$ cat config.mk
export PLATFORM = sky130hd
export DESIGN_NAME = mem_access_unit_flat
export DESIGN_NICKNAME = d
export VERILOG_FILES = /design/src/rtl/risc_pkg.sv /design/src/rtl/mem_access_unit_if.sv /design/src/rtl/mau_range_check.sv /design/src/rtl/mem_access_unit.sv /design/src/flat_wrapper.sv
export SDC_FILE = /design/constraint.sdc
export NUM_CORES = 1
export LEC_CHECK = 0
export ABC_CLOCK_PERIOD_IN_PS = 3600
export CAP_MARGIN = 30
export CORE_MARGIN = 2
export CORE_UTILIZATION = 49
export CTS_CLUSTER_DIAMETER = 40
export DETAILED_ROUTE_END_ITERATION = 8
export DONT_BUFFER_PORTS = 1
export PLACE_DENSITY = 0.61
export SYNTH_ARGS = -nofsm -noshare
export SYNTH_HDL_FRONTEND = slang
export SYNTH_SLANG_ARGS = --single-unit
$ cat constraint.sdc
create_clock -name clk -period 3.6 [get_ports clk]
set_clock_uncertainty 0.1 [all_clocks]
set_input_delay 0.54 -clock clk [delete_from_list [all_inputs] [get_ports clk]]
set_output_delay 0.54 -clock clk [all_outputs]
set_load 0.01 [all_outputs]
$ cat src/rtl/risc_pkg.sv
// ----------------------------------------------------------------------------
// risc_pkg
// Shared constants and types for the memory-stage load/store sequencer.
//   DATA_W     data word width
//   ADDR_W     word address width
//   MEM_DEPTH  number of implemented data-memory words (0..MEM_DEPTH-1)
//   RD_W       destination-register tag width
//   mau_state_t  sequencer FSM states
//   addr_in_range()  1 when an address hits an implemented word
// ----------------------------------------------------------------------------
package risc_pkg;

    localparam int DATA_W    = 16;
    localparam int ADDR_W    = 16;
    localparam int MEM_DEPTH = 64;
    localparam int RD_W      = 3;

    typedef enum logic [2:0] {
        IDLE     = 3'd0,
        ST_SETUP = 3'd1,
        ST_WRITE = 3'd2,
        LD_READ  = 3'd3,
        LD_RESP  = 3'd4
    } mau_state_t;

    function automatic logic addr_in_range(input logic [ADDR_W-1:0] addr);
        return addr < ADDR_W'(MEM_DEPTH);
    endfunction

endpackage

$ cat src/rtl/mem_access_unit_if.sv
// ----------------------------------------------------------------------------
// mem_access_unit_if
// Bundles the three buses around the load/store sequencer:
//   req_*  execute stage -> unit  (valid/ready)
//   mem_*  unit <-> data memory   (level-sensitive addr/din/wea, comb dout)
//   rsp_*  unit -> writeback      (valid/ready)
// Handshake rule for req and rsp: a transfer happens on a rising clk edge where
// valid & ready are both 1; the sender holds valid and its payload stable until
// that edge, and ready may be asserted independently of valid.
// Modports:
//   slave  - the sequencer itself
//   master - the surrounding pipeline / memory environment
// ----------------------------------------------------------------------------
interface mem_access_unit_if;
    import risc_pkg::*;

    logic              req_valid;
    logic              req_ready;
    logic              req_we;
    logic [ADDR_W-1:0] req_addr;
    logic [DATA_W-1:0] req_wdata;
    logic [RD_W-1:0]   req_rd;

    logic [ADDR_W-1:0] mem_addr;
    logic [DATA_W-1:0] mem_din;
    logic              mem_wea;
    logic [DATA_W-1:0] mem_dout;

    logic              rsp_valid;
    logic              rsp_ready;
    logic [DATA_W-1:0] rsp_data;
    logic [RD_W-1:0]   rsp_rd;
    logic              rsp_err;

    modport slave (
        input  req_valid, req_we, req_addr, req_wdata, req_rd,
        input  mem_dout, rsp_ready,
        output req_ready,
        output mem_addr, mem_din, mem_wea,
        output rsp_valid, rsp_data, rsp_rd, rsp_err
    );

    modport master (
        output req_valid, req_we, req_addr, req_wdata, req_rd,
        output mem_dout, rsp_ready,
        input  req_ready,
        input  mem_addr, mem_din, mem_wea,
        input  rsp_valid, rsp_data, rsp_rd, rsp_err
    );

endinterface

$ cat src/rtl/mau_range_check.sv
// ----------------------------------------------------------------------------
// mau_range_check
// Combinational compare: in_range = (addr < MEM_DEPTH).
// Ports:
//   addr      in   ADDR_W  request word address
//   in_range  out  1       address hits an implemented memory word
// ----------------------------------------------------------------------------
module mau_range_check
    import risc_pkg::*;
(
    input  logic [ADDR_W-1:0] addr,
    output logic              in_range
);

    assign in_range = addr_in_range(addr);

endmodule

$ cat src/rtl/mem_access_unit.sv
// ----------------------------------------------------------------------------
// mem_access_unit
// Memory-stage load/store sequencer in front of the 64x16 data memory.
// Takes one load or store at a time, sequences the memory's level-sensitive
// write enable so addr/din settle a cycle before wea rises and stay put until
// the next request is accepted, and returns tagged load data to writeback.
//
// Ports:
//   clk        in   1            rising-edge clock
//   rst_n      in   1            synchronous active-low reset
//   bus        slave modport of mem_access_unit_if (req_*, mem_*, rsp_*)
//   dbg_state  out  mau_state_t  current FSM state for observation
//
// Optional feature macro: MEM_BOUNDS_CHECK_EN
//   defined   - addresses >= MEM_DEPTH never write (wea stays 0) and loads
//               from them return data 0 with rsp_err=1.
//   undefined - no range check; rsp_err is constant 0.
// ----------------------------------------------------------------------------
module mem_access_unit
    import risc_pkg::*;
(
    input  logic               clk,
    input  logic               rst_n,
    mem_access_unit_if.slave   bus,
    output mau_state_t         dbg_state
);

    mau_state_t        state_q;
    mau_state_t        state_d;

    logic              accept;
    logic              oor;        // current request is out of range
    logic              oor_q;      // captured with the request
    logic [RD_W-1:0]   rd_q;

    logic [ADDR_W-1:0] mem_addr_q;
    logic [DATA_W-1:0] mem_din_q;
    logic              mem_wea_q;
    logic              rsp_valid_q;
    logic [DATA_W-1:0] rsp_data_q;
    logic [RD_W-1:0]   rsp_rd_q;

    // req_ready folds in rst_n so nothing is accepted on a reset edge.
    assign bus.req_ready = (state_q == IDLE) & rst_n;
    assign accept        = bus.req_valid & bus.req_ready;

`ifdef MEM_BOUNDS_CHECK_EN
    logic in_range;

    mau_range_check u_range_check (
        .addr     (bus.req_addr),
        .in_range (in_range)
    );

    assign oor = ~in_range;
`else
    assign oor = 1'b0;
`endif

    // ------------------------------------------------------------------
    // State register
    // ------------------------------------------------------------------
    always_ff @(posedge clk) begin
        if (!rst_n) begin
            state_q <= IDLE;
        end else begin
            state_q <= state_d;
        end
    end

    // ------------------------------------------------------------------
    // Next-state logic
    // ------------------------------------------------------------------
    always_comb begin
        state_d = state_q;
        case (state_q)
            IDLE: begin
                if (accept) begin
                    state_d = bus.req_we ? ST_SETUP : LD_READ;
                end
            end
            ST_SETUP: state_d = ST_WRITE;
            ST_WRITE: state_d = IDLE;
            LD_READ:  state_d = LD_RESP;
            LD_RESP: begin
                // rsp_valid is always 1 in this state, so rsp_ready alone
                // completes the handshake.
                if (bus.rsp_ready) begin
                    state_d = IDLE;
                end
            end
            default:  state_d = IDLE;
        endcase
    end

    // ------------------------------------------------------------------
    // Capture registers and registered outputs
    // ------------------------------------------------------------------
`ifdef MEM_BOUNDS_CHECK_EN
    logic rsp_err_q;
`endif

    always_ff @(posedge clk) begin
        if (!rst_n) begin
            mem_addr_q  <= '0;
            mem_din_q   <= '0;
            mem_wea_q   <= 1'b0;
            rsp_valid_q <= 1'b0;
            rsp_data_q  <= '0;
            rsp_rd_q    <= '0;
            rd_q        <= '0;
            oor_q       <= 1'b0;
`ifdef MEM_BOUNDS_CHECK_EN
            rsp_err_q   <= 1'b0;
`endif
        end else begin
            case (state_q)
                IDLE: begin
                    // addr/din only move here, so they are stable for the
                    // whole setup/write/release window of a store.
                    if (accept) begin
                        mem_addr_q <= bus.req_addr;
                        rd_q       <= bus.req_rd;
                        oor_q      <= oor;
                        if (bus.req_we) begin
                            mem_din_q <= bus.req_wdata;
                        end
                    end
                end
                ST_SETUP: begin
                    // Out-of-range stores still walk the states but never write.
                    mem_wea_q <= ~oor_q;
                end
                ST_WRITE: begin
                    mem_wea_q <= 1'b0;
                end
                LD_READ: begin
                    rsp_valid_q <= 1'b1;
                    rsp_rd_q    <= rd_q;
                    rsp_data_q  <= oor_q ? '0 : bus.mem_dout;
`ifdef MEM_BOUNDS_CHECK_EN
                    rsp_err_q   <= oor_q;
`endif
                end
                LD_RESP: begin
                    if (bus.rsp_ready) begin
                        rsp_valid_q <= 1'b0;
                    end
                end
                default: begin
                end
            endcase
        end
    end

    assign bus.mem_addr  = mem_addr_q;
    assign bus.mem_din   = mem_din_q;
    assign bus.mem_wea   = mem_wea_q;
    assign bus.rsp_valid = rsp_valid_q;
    assign bus.rsp_data  = rsp_data_q;
    assign bus.rsp_rd    = rsp_rd_q;
`ifdef MEM_BOUNDS_CHECK_EN
    assign bus.rsp_err   = rsp_err_q;
`else
    assign bus.rsp_err   = 1'b0;
`endif

    assign dbg_state = state_q;

endmodule

$ cat src/flat_wrapper.sv
// flat-port wrapper written by rule: the top's interface ports become plain ports
module mem_access_unit_flat import risc_pkg::*;
  (clk, rst_n, dbg_state, bus_req_valid, bus_req_we, bus_req_addr, bus_req_wdata, bus_req_rd, bus_mem_dout, bus_rsp_ready, bus_req_ready, bus_mem_addr, bus_mem_din, bus_mem_wea, bus_rsp_valid, bus_rsp_data, bus_rsp_rd, bus_rsp_err);
  mem_access_unit_if bus_i ();
  input  logic clk;
  input  logic rst_n;
  output mau_state_t dbg_state;
  input wire logic [$bits(bus_i.req_valid)-1:0] bus_req_valid;
  input wire logic [$bits(bus_i.req_we)-1:0] bus_req_we;
  input wire logic [$bits(bus_i.req_addr)-1:0] bus_req_addr;
  input wire logic [$bits(bus_i.req_wdata)-1:0] bus_req_wdata;
  input wire logic [$bits(bus_i.req_rd)-1:0] bus_req_rd;
  input wire logic [$bits(bus_i.mem_dout)-1:0] bus_mem_dout;
  input wire logic [$bits(bus_i.rsp_ready)-1:0] bus_rsp_ready;
  output wire logic [$bits(bus_i.req_ready)-1:0] bus_req_ready;
  output wire logic [$bits(bus_i.mem_addr)-1:0] bus_mem_addr;
  output wire logic [$bits(bus_i.mem_din)-1:0] bus_mem_din;
  output wire logic [$bits(bus_i.mem_wea)-1:0] bus_mem_wea;
  output wire logic [$bits(bus_i.rsp_valid)-1:0] bus_rsp_valid;
  output wire logic [$bits(bus_i.rsp_data)-1:0] bus_rsp_data;
  output wire logic [$bits(bus_i.rsp_rd)-1:0] bus_rsp_rd;
  output wire logic [$bits(bus_i.rsp_err)-1:0] bus_rsp_err;
  assign bus_i.req_valid = bus_req_valid;
  assign bus_i.req_we = bus_req_we;
  assign bus_i.req_addr = bus_req_addr;
  assign bus_i.req_wdata = bus_req_wdata;
  assign bus_i.req_rd = bus_req_rd;
  assign bus_i.mem_dout = bus_mem_dout;
  assign bus_i.rsp_ready = bus_rsp_ready;
  assign bus_req_ready = bus_i.req_ready;
  assign bus_mem_addr = bus_i.mem_addr;
  assign bus_mem_din = bus_i.mem_din;
  assign bus_mem_wea = bus_i.mem_wea;
  assign bus_rsp_valid = bus_i.rsp_valid;
  assign bus_rsp_data = bus_i.rsp_data;
  assign bus_rsp_rd = bus_i.rsp_rd;
  assign bus_rsp_err = bus_i.rsp_err;
  mem_access_unit u_core (.clk(clk), .rst_n(rst_n), .bus(bus_i), .dbg_state(dbg_state));
endmodule
==> results of run 1 <==
[worst paths after layout]
kind                        from                      to  slack (ns)
min                        rst_n    u_core.bus.rsp_valid        0.26
min reg2reg       u_core.rd_q[1]          u_core.rd_q[1]        0.36
max          u_core.dbg_state[2]           bus_req_ready        1.09
max reg2reg  u_core.dbg_state[2]  u_core.bus.mem_din[14]        1.29
[placed cells by master, fill, tap and decap left out]
master and instances:
clkinv_2 2, o21ai_0 21, nor4b_1 2, o21a_1 1, nand3b_1 1, clkbuf_1 1, conb_1 1, nand3_1 29
clkbuf_8 12, mux2i_1 6, inv_1 3, and3b_1 1, o21ai_1 10, o31ai_1 1, a21boi_0 20, a21o_1 1
a21oi_1 2, dfxtp_1 59, and2_1 3, nand2_1 80, nor2_1 1, buf_4 1, nor4b_4 1
[cell type report]
type                       count  area share [%]
timing repair buffer           1          0.3166
sequential                    59           49.82
tap                           52           2.744
inverter                       3          0.4749
multi-input combinational    181           39.10
clock inverter                 2          0.4222
clock buffer                  13           7.124
[power by group through the flow]
stage | combinational (mW) | sequential (mW) | clock, mW
after CTS | 0.0606 | 0.722 | 0.546
after global placement | 0.0588 | 0.737 | 0
after detailed placement | 0.0604 | 0.737 | 0
after floorplan | 0.0702 | 0.727 | 0
after global routing | 0.0706 | 0.726 | 0.576
final | 0.0597 | 0.722 | 0.526
[sequential cells by signal, indices dropped and copies added (netlist names)]
register	count
u_core.bus.mem_wea	1
u_core.rd_q	3
u_core.dbg_state	3
u_core.bus.mem_addr	16
u_core.bus.rsp_data	16
u_core.bus.mem_din	16
u_core.bus.rsp_valid	1
u_core.bus.rsp_rd	3
[cell families after synthesis]
kind of cell           share of synthesized area [%]
DFF                                            52.91
and+or+nand+nor                                23.54
other                                         0.1680
muxes                                          2.691
buffers and inverters                          5.549
AOI/OAI and AO/OA                              15.13
[critical path, cell delays in order, from the launching register on]
cell	delay [ns]
dfxtp_1	0.43
nor4b_4	0.77
buf_4	0.36
[layer usage]
metal	GRT usage, %	vias up	part of all wire (%)	routed length [µm]
met5	0	-	0	0
met4	9.015	0	0.51	23
met3	7.314	2	8.4	379
met2	28.50	63	47	2115
met1	21.08	730	44	1980
li1	-	853	-	-
[stage by stage]
stage | hold slack [ns] | std cells | power, mW | util (%) | setup slack, ns
6_report | 0.2564 | 311 | 1.308 | 54.08 | 1.088
5_1_grt | 0.2292 | 311 | 1.373 | 54.08 | 0.9713
4_1_cts | 0.2322 | 311 | 1.329 | 54.08 | 1.059
3_5_place_dp | 0.3541 | 296 | 0.7971 | 50.00 | 1.270
3_3_place_gp | 0.3483 | 296 | 0.7954 | 50.00 | 1.308
2_1_floorplan | 0.3362 | 266 | 0.7969 | - | 1.942
==> flow_summary_export.csv, run 1 <==
group,metric,value,unit
floorplanning,rows,24,
synthesis,ys_seq_elements,59,
synthesis,netlist_area,0.002232,mm²
clock_network,clkSlewWorstSetupHoldPaths,0.06,ns
worst_hold_path,hold_depth,2,
power,p_sw_share,22.77,%
clock_network,cts-resized-gates,0,
worst_setup_path,cp-end-kind,"output port",
power,powerDensity,551.6,mW/mm²
clock_network,post_cts_buffers,0,
synthesis,async_flop_share,0,%
detailed_routing,antenna_left,0,
layout,n_fill_cell,430,
grt,grt_usage,17.99,%
worst_setup_path,worstPathMaxFanout,18,
layout,final_cell_area,0.002371,mm²
detailed_routing,first_iter_violations,61,
clock_network,cts_made_buffers,9,
floorplanning,coreArea,0.004384,mm²
detailed_routing,totalWireLength,4498,µm
synthesis,yosys-top-cells-area,"dfxtp_1, nand2_1, a21boi_0, nand3_1, o21ai_0",
sta,slew_viol_final,0,
grt,gr-total-overflow,0,
worst_hold_path,worstHoldPathType,"input pin to flip-flop",
floorplanning,dieArea,0.005112,mm²
synthesis,synth_common_cells,"nand2_1, dfxtp_1, nand3_1",
synthesis,synth_seq_area_share,52.91,%
clock_network,clockBufferDepth,2,
synthesis,synthFlopType,"dfxtp_1",
detailed_routing,drc,0,
floorplanning,die_y,71.50,µm
flow_run,maxCapViolCount,0,
clock_network,cts_htree_levels,3,
sta,rsz0062_at_grt,"false",
clock_network,holdBufCountCts,0,
grt,antenna_found_initial,0,
grt,grt_pass1_wl,7238,µm
power,clkPwrFrac,40.3,%
power,switchingPower,0.2978,mW
sta,final-hold-violation-count,0,
place,portBuffers,0,
synthesis,yosysUniqueCellTypes,24,
clock_network,clock_sinks,59,
synthesis,synth_cells,266,
sta,fmax,398.0,MHz
worst_setup_path,cp.required,2.96,ns
floorplanning,io_pins,114,
detailed_routing,firstDrtPassIters,7,
worst_setup_path,reg2reg_depth,3,
floorplanning,fp.dieW,71.50,µm
sta,finalSetupViolations,0,
grt,grt_pass1_vias,1644,
power,ir_worst_vdd,0.2665,mV
synthesis,synth_most_common_cell,"nand2_1",
sta,slew_headroom,48.18,%
synthesis,synth_top_cell_area_share,52.91,%
worst_setup_path,crit_type,"flip-flop to output port",
sta,fin_crit_sh,69.79,%
synthesis,syn_area_per_cell,8.392,µm²
sta,worst_pin_slew,0.7740,ns
detailed_routing,vias,1648,
power,p_int,1.010,mW
detailed_routing,wire_per_inst,14.46,µm
power,leakage,0.8345,nW
synthesis,ys_warn_count,0,
clock_network,cts_root_buffer,"clkbuf_8",
grt,grt_max_degree,66,
place,globalplace.congestion,0.6863,
layout,nNetsFinal,311,
worst_setup_path,cp_data_arrival_time,1.87,ns
detailed_routing,viasPerCell,5.299,
floorplanning,initial_core_util,50.91,%
sta,setup_tns,0,ns
layout,drive_gt1_share,6.178,%
layout,antennaDiodeCount,0,
synthesis,synth_edf_count,0,
sta,fin_crit,2.512,ns
synthesis,yosysTopAreaCell,"dfxtp_1",
worst_setup_path,startpoint_type,"flip-flop",
status,outcome,"completed",
synthesis,syn_nets,322,
place,placed_cell_area,0.002192,mm²
place,hpwl,2924,µm
layout,area_growth,6.222,%
clock_network,cts_tree,"done",
power,comb_power_share,4.6,%
clock_network,clock_latency,0.31,ns
layout,multi_input_area,927.1,µm²
layout,regArea,0.001181,mm²
power,pwr-share-seq,55.2,%
Power figures use the tool's default switching activity.
==> run 2: changes to the inputs <==
--- a/config.mk
+++ b/config.mk
@@ -5,14 +5,14 @@
 export SDC_FILE = /design/constraint.sdc
 export NUM_CORES = 1
 export LEC_CHECK = 0
-export ABC_CLOCK_PERIOD_IN_PS = 3600
+export ABC_CLOCK_PERIOD_IN_PS = 2300
 export CAP_MARGIN = 30
 export CORE_MARGIN = 2
 export CORE_UTILIZATION = 49
 export CTS_CLUSTER_DIAMETER = 40
 export DETAILED_ROUTE_END_ITERATION = 8
 export DONT_BUFFER_PORTS = 1
-export PLACE_DENSITY = 0.61
+export PLACE_DENSITY = 0.63
 export SYNTH_ARGS = -nofsm -noshare
 export SYNTH_HDL_FRONTEND = slang
 export SYNTH_SLANG_ARGS = --single-unit
==> constraint.sdc (replaced) <==
create_clock -name clk -period 2.3 [get_ports clk]
set_clock_uncertainty 0.1 [all_clocks]
set_input_delay 0.345 -clock clk [delete_from_list [all_inputs] [get_ports clk]]
set_output_delay 0.345 -clock clk [all_outputs]
set_load 0.01 [all_outputs]
==> flow_summary_export.csv, run 2 (synthesized netlist as in run 1, its figures left out) <==
group,metric,value,unit
worst_hold_path,hold_depth,2,
floorplanning,coreArea,0.004384,mm²
layout,final_cell_mix,"nand2_1, dfxtp_1, nand3_1",
clock_network,clkSlewWorstSetupHoldPaths,0.06,ns
floorplanning,initial_core_util,50.91,%
status,outcome,"completed",
worst_setup_path,startpoint_type,"flip-flop",
detailed_routing,drc,0,
detailed_routing,vias,1689,
sta,fin_crit,1.877,ns
worst_setup_path,reg2reg_depth,3,
grt,antenna_found_initial,0,
floorplanning,fp.dieW,71.50,µm
layout,mostFrequentLayoutCell,"nand2_1",
layout,instances_no_fill,313,
worst_setup_path,crit_type,"flip-flop to output port",
sta,setup_tns,0,ns
layout,multi_input_area,927.1,µm²
layout,nNetsFinal,313,
sta,timing.hold.ws,0.03807,ns
place,hpwl,2895,µm
detailed_routing,wire_per_inst,14.42,µm
place,portBuffers,0,
sta,rsz0062_at_grt,"false",
worst_setup_path,worstPathMaxFanout,18,
floorplanning,dieArea,0.005112,mm²
detailed_routing,first_iter_violations,64,
clock_network,post_cts_buffers,0,
power,p_int,1.583,mW
power,p_sw_share,23.29,%
clock_network,cts_root_buffer,"clkbuf_8",
layout,drive_gt1_share,6.897,%
layout,regArea,0.001181,mm²
clock_network,clock_sinks,59,
clock_network,cts-resized-gates,0,
clock_network,clockBufferDepth,2,
floorplanning,io_pins,114,
power,pwr-share-seq,54.8,%
clock_network,cts_tree,"done",
place,post-place-ws,0.4743,ns
detailed_routing,firstDrtPassIters,5,
grt,gr-total-overflow,0,
layout,antennaDiodeCount,0,
floorplanning,rows,24,
grt,grt_usage,18.04,%
layout,area_growth,6.895,%
sta,final-hold-violation-count,0,
floorplanning,die_y,71.50,µm
clock_network,cts_htree_levels,3,
worst_setup_path,cp.required,1.86,ns
sta,slew_viol_final,0,
worst_setup_path,cp_data_arrival_time,1.43,ns
sta,fin_crit_sh,81.60,%
sta,fmax,532.8,MHz
place,dp_cells,298,
power,report.power.total,2.064,mW
clock_network,cts_made_buffers,9,
power,ir_worst_vdd,0.5085,mV
detailed_routing,antenna_left,0,
clock_network,holdBufCountCts,0,
worst_setup_path,cp-end-kind,"output port",
power,powerDensity,865.0,mW/mm²
layout,n_fill_cell,418,
worst_hold_path,worstHoldPathType,"input pin to flip-flop",
sta,fin_ws,0.4231,ns
detailed_routing,viasPerCell,5.396,
clock_network,clock_latency,0.33,ns
power,comb_power_share,4.7,%
power,clkPwrFrac,40.6,%
power,switchingPower,0.4807,mW
detailed_routing,totalWireLength,4514,µm
sta,finalSetupViolations,0,
grt,grt_pass1_wl,7100,µm
grt,grt_max_degree,66,
flow_run,maxCapViolCount,0,
place,globalplace.congestion,0.7175,
sta,slew_headroom,50.94,%
power,leakage,0.8449,nW
sta,worst_pin_slew,0.7337,ns
grt,grt_pass1_vias,1559,
run 2: changes by cell type in the layout (fill, tap and decap cells not counted):
cell   before  now
buf_4       1    3
run 2: critical path, stage by stage (launching register included):
cell     delay (ns)
dfxtp_1        0.44
nor4b_4        0.36
buf_4          0.29
run 2: final timing paths:
kind | slack, ns | startpoint | end
min | 0.04 | rst_n | u_core.bus.rsp_valid
max reg2reg | 0.51 | u_core.dbg_state[0] | u_core.bus.mem_addr[9]
min reg2reg | 0.36 | u_core.rd_q[1] | u_core.rd_q[1]
max | 0.42 | u_core.dbg_state[0] | bus_req_ready
run 2: layer usage:
metal	part of all wire (%)	global-route usage [%]
met5	0	0
met1	41	20.25
met2	46	28.81
met3	11	6.892
met4	2.6	11.32
run 2: power groups by stage:
stage	combinational, mW	sequential (mW)	clock [mW]
5_1_grt	0.112	1.14	0.907
2_1_floorplan	0.110	1.14	0
3_5_place_dp	0.0989	1.15	0
6_report	0.0969	1.13	0.837
3_3_place_gp	0.0958	1.15	0
4_1_cts	0.0983	1.13	0.862
run 2: stage by stage:
stage | utilization (%) | instance area, µm²
after global placement | 50.34 | 2207
final | 54.42 | 2386
after floorplan | - | 2232
after CTS | 54.42 | 2386
after detailed placement | 50.34 | 2207
after global routing | 54.42 | 2386
run 2: cell type report:
class	instances	share of cell area, %
clock inverters	2	0.4195
clock buffers	13	7.079
inverters	3	0.4719
repair buffers	3	0.9439
multi-input cells	181	38.86
well taps	52	2.727
flip-flops and latches	59	49.50
==> run 3: changes to the inputs <==
--- a/config.mk
+++ b/config.mk
@@ -5,14 +5,14 @@
 export SDC_FILE = /design/constraint.sdc
 export NUM_CORES = 1
 export LEC_CHECK = 0
-export ABC_CLOCK_PERIOD_IN_PS = 2300
+export ABC_CLOCK_PERIOD_IN_PS = 1900
 export CAP_MARGIN = 30
 export CORE_MARGIN = 2
 export CORE_UTILIZATION = 49
 export CTS_CLUSTER_DIAMETER = 40
 export DETAILED_ROUTE_END_ITERATION = 8
 export DONT_BUFFER_PORTS = 1
-export PLACE_DENSITY = 0.63
+export PLACE_DENSITY = 0.61
 export SYNTH_ARGS = -nofsm -noshare
 export SYNTH_HDL_FRONTEND = slang
 export SYNTH_SLANG_ARGS = --single-unit
==> constraint.sdc (replaced) <==
create_clock -name clk -period 1.9 [get_ports clk]
set_clock_uncertainty 0.1 [all_clocks]
set_input_delay 0.285 -clock clk [delete_from_list [all_inputs] [get_ports clk]]
set_output_delay 0.285 -clock clk [all_outputs]
set_load 0.01 [all_outputs]
==> flow_summary_export.csv, run 3 (synthesized netlist as in run 1, its figures left out) <==
group,metric,value,unit
sta,finalSetupViolations,0,
place,post-place-ws,0.3338,ns
worst_setup_path,slowest_stage,"dlygate4sd3_1",
worst_setup_path,cp-end-kind,"flip-flop",
layout,mostFrequentLayoutCell,"nand2_1",
sta,worst_pin_slew,0.4953,ns
clock_network,clock_sinks,59,
clock_network,cts_htree_levels,3,
sta,fin_crit,1.884,ns
place,placed_cell_area,0.002272,mm²
worst_setup_path,startpoint_type,"flip-flop",
flow_run,maxCapViolCount,0,
floorplanning,initial_core_util,50.91,%
clock_network,clkSlewWorstSetupHoldPaths,0.06,ns
status,outcome,"completed",
worst_setup_path,worstPathMaxFanout,5,
sta,final-hold-violation-count,0,
layout,drive_gt1_share,9.538,%
floorplanning,dieArea,0.005112,mm²
layout,multi_input_area,927.1,µm²
layout,final_cell_area,0.002972,mm²
layout,fin_util,67.78,%
power,leakage,1.103,nW
sta,setup_tns,0,ns
worst_setup_path,cp.required,2.05,ns
layout,final_cell_mix,"nand2_1, dfxtp_1, dlygate4sd3_1",
power,report.power.total,2.512,mW
sta,slew_headroom,66.87,%
grt,grt_pass1_wl,9204,µm
clock_network,cts_tree,"done",
power,ir_worst_vdd,0.6689,mV
floorplanning,io_pins,114,
detailed_routing,drc,0,
place,hpwl,3146,µm
worst_setup_path,crit_chain,"nor4b_4 -> buf_4 -> buf_2 -> nand3_1 -> dlygate4sd3_1 -> o21ai_0",
detailed_routing,vias,1974,
layout,nNetsFinal,378,
clock_network,clock_latency,0.32,ns
grt,antenna_found_initial,0,
sta,fin_crit_sh,99.17,%
place,globalplace.congestion,0.6566,
clock_network,clockBufferDepth,2,
worst_setup_path,crit_type,"flip-flop to flip-flop",
layout,antennaDiodeCount,0,
detailed_routing,viasPerCell,5.236,
sta,fin_ws,0.01586,ns
floorplanning,die_y,71.50,µm
detailed_routing,first_iter_violations,160,
clock_network,cts_made_buffers,9,
layout,area_growth,33.13,%
detailed_routing,totalWireLength,5817,µm
sta,fmax,530.7,MHz
detailed_routing,wire_per_inst,15.43,µm
worst_hold_path,worstHoldPathType,"input pin to flip-flop",
power,powerDensity,845.3,mW/mm²
layout,n_fill_cell,372,
floorplanning,rows,24,
detailed_routing,firstDrtPassIters,4,
grt,grt_max_degree,57,
worst_setup_path,slowest_delay,0.56,ns
grt,gr-total-overflow,0,
place,portBuffers,0,
layout,regArea,0.001182,mm²
clock_network,cts_root_buffer,"clkbuf_8",
detailed_routing,antenna_left,0,
floorplanning,coreArea,0.004384,mm²
worst_setup_path,cp_data_arrival_time,2.04,ns
grt,grt_usage,23.33,%
sta,slew_viol_final,0,
floorplanning,fp.dieW,71.50,µm
grt,grt_pass1_vias,1972,
run 3: cell types whose count changed in the layout (fill, tap and decap cells not counted), moves of 2 or more:
cell | before | now
clkbuf_8 | 12 | 9
o21ai_0 | 21 | 19
o21ai_1 | 10 | 12
clkinv_2 | 2 | 0
buf_6 | 0 | 2
buf_2 | 0 | 3
dlygate4sd3_1 | 0 | 48
clkbuf_1 | 1 | 5
buf_4 | 3 | 14
run 3: critical path: cells and delay by family (launching register included):
kind                   cells  cell delay [ns]
AOI/OAI and AO/OA          1             0.06
buffers and inverters      3             0.91
DFF                        1             0.34
and+or+nand+nor            2             0.41
run 3: cell type report:
cell class | count | share of cell area, %
inverter | 3 | 0.3789
sequential | 59 | 39.79
clock buffer | 14 | 4.800
multi-input combinational | 181 | 31.20
tap | 52 | 2.189
timing repair buffer | 68 | 21.64
run 3: per-layer routing:
metal / part of all wire (%) / global-route usage [%] / vias up
met5: 0 / 0 / -
li1: - / - / 992
met3: 7.9 / 7.876 / 9
met2: 49 / 38.79 / 79
met4: 1.8 / 11.11 / 0
met1: 42 / 26.99 / 894
run 3: per-stage QoR:
step | hold WS [ns] | cells
floorplan | 0.3154 | 266
global placement | 0.3118 | 305
detailed placement | 0.3171 | 305
CTS | 0.00002426 | 372
global route | 0.0009729 | 377
finish | 0.003472 | 377
run 3: power breakdown:
| part | internal (mW) | switching (mW) |
|---|---|---|
| logic | 0.147 | 0.111 |
| clock network | 0.461 | 0.430 |
| registers | 1.30 | 0.0649 |
run 3: final timing paths:
check        cells past startpoint  slack (ns)                     end                 from
max reg2reg                      6        0.02  u_core.bus.mem_addr[3]  u_core.dbg_state[1]
min                              2       0.003  u_core.bus.mem_addr[1]        bus_req_valid
max                              6        0.02  u_core.bus.mem_addr[3]  u_core.dbg_state[1]
min reg2reg                      2        0.36          u_core.rd_q[1]       u_core.rd_q[1]
run 3: timing repair:
action / 4_1_cts / 5_1_grt
buffers inserted: 0 / 7
gates resized for setup: 0 / 5
hold buffers: 53 / 0
hold endpoints to repair: 44 / 0
setup endpoints to repair: 0 / 9
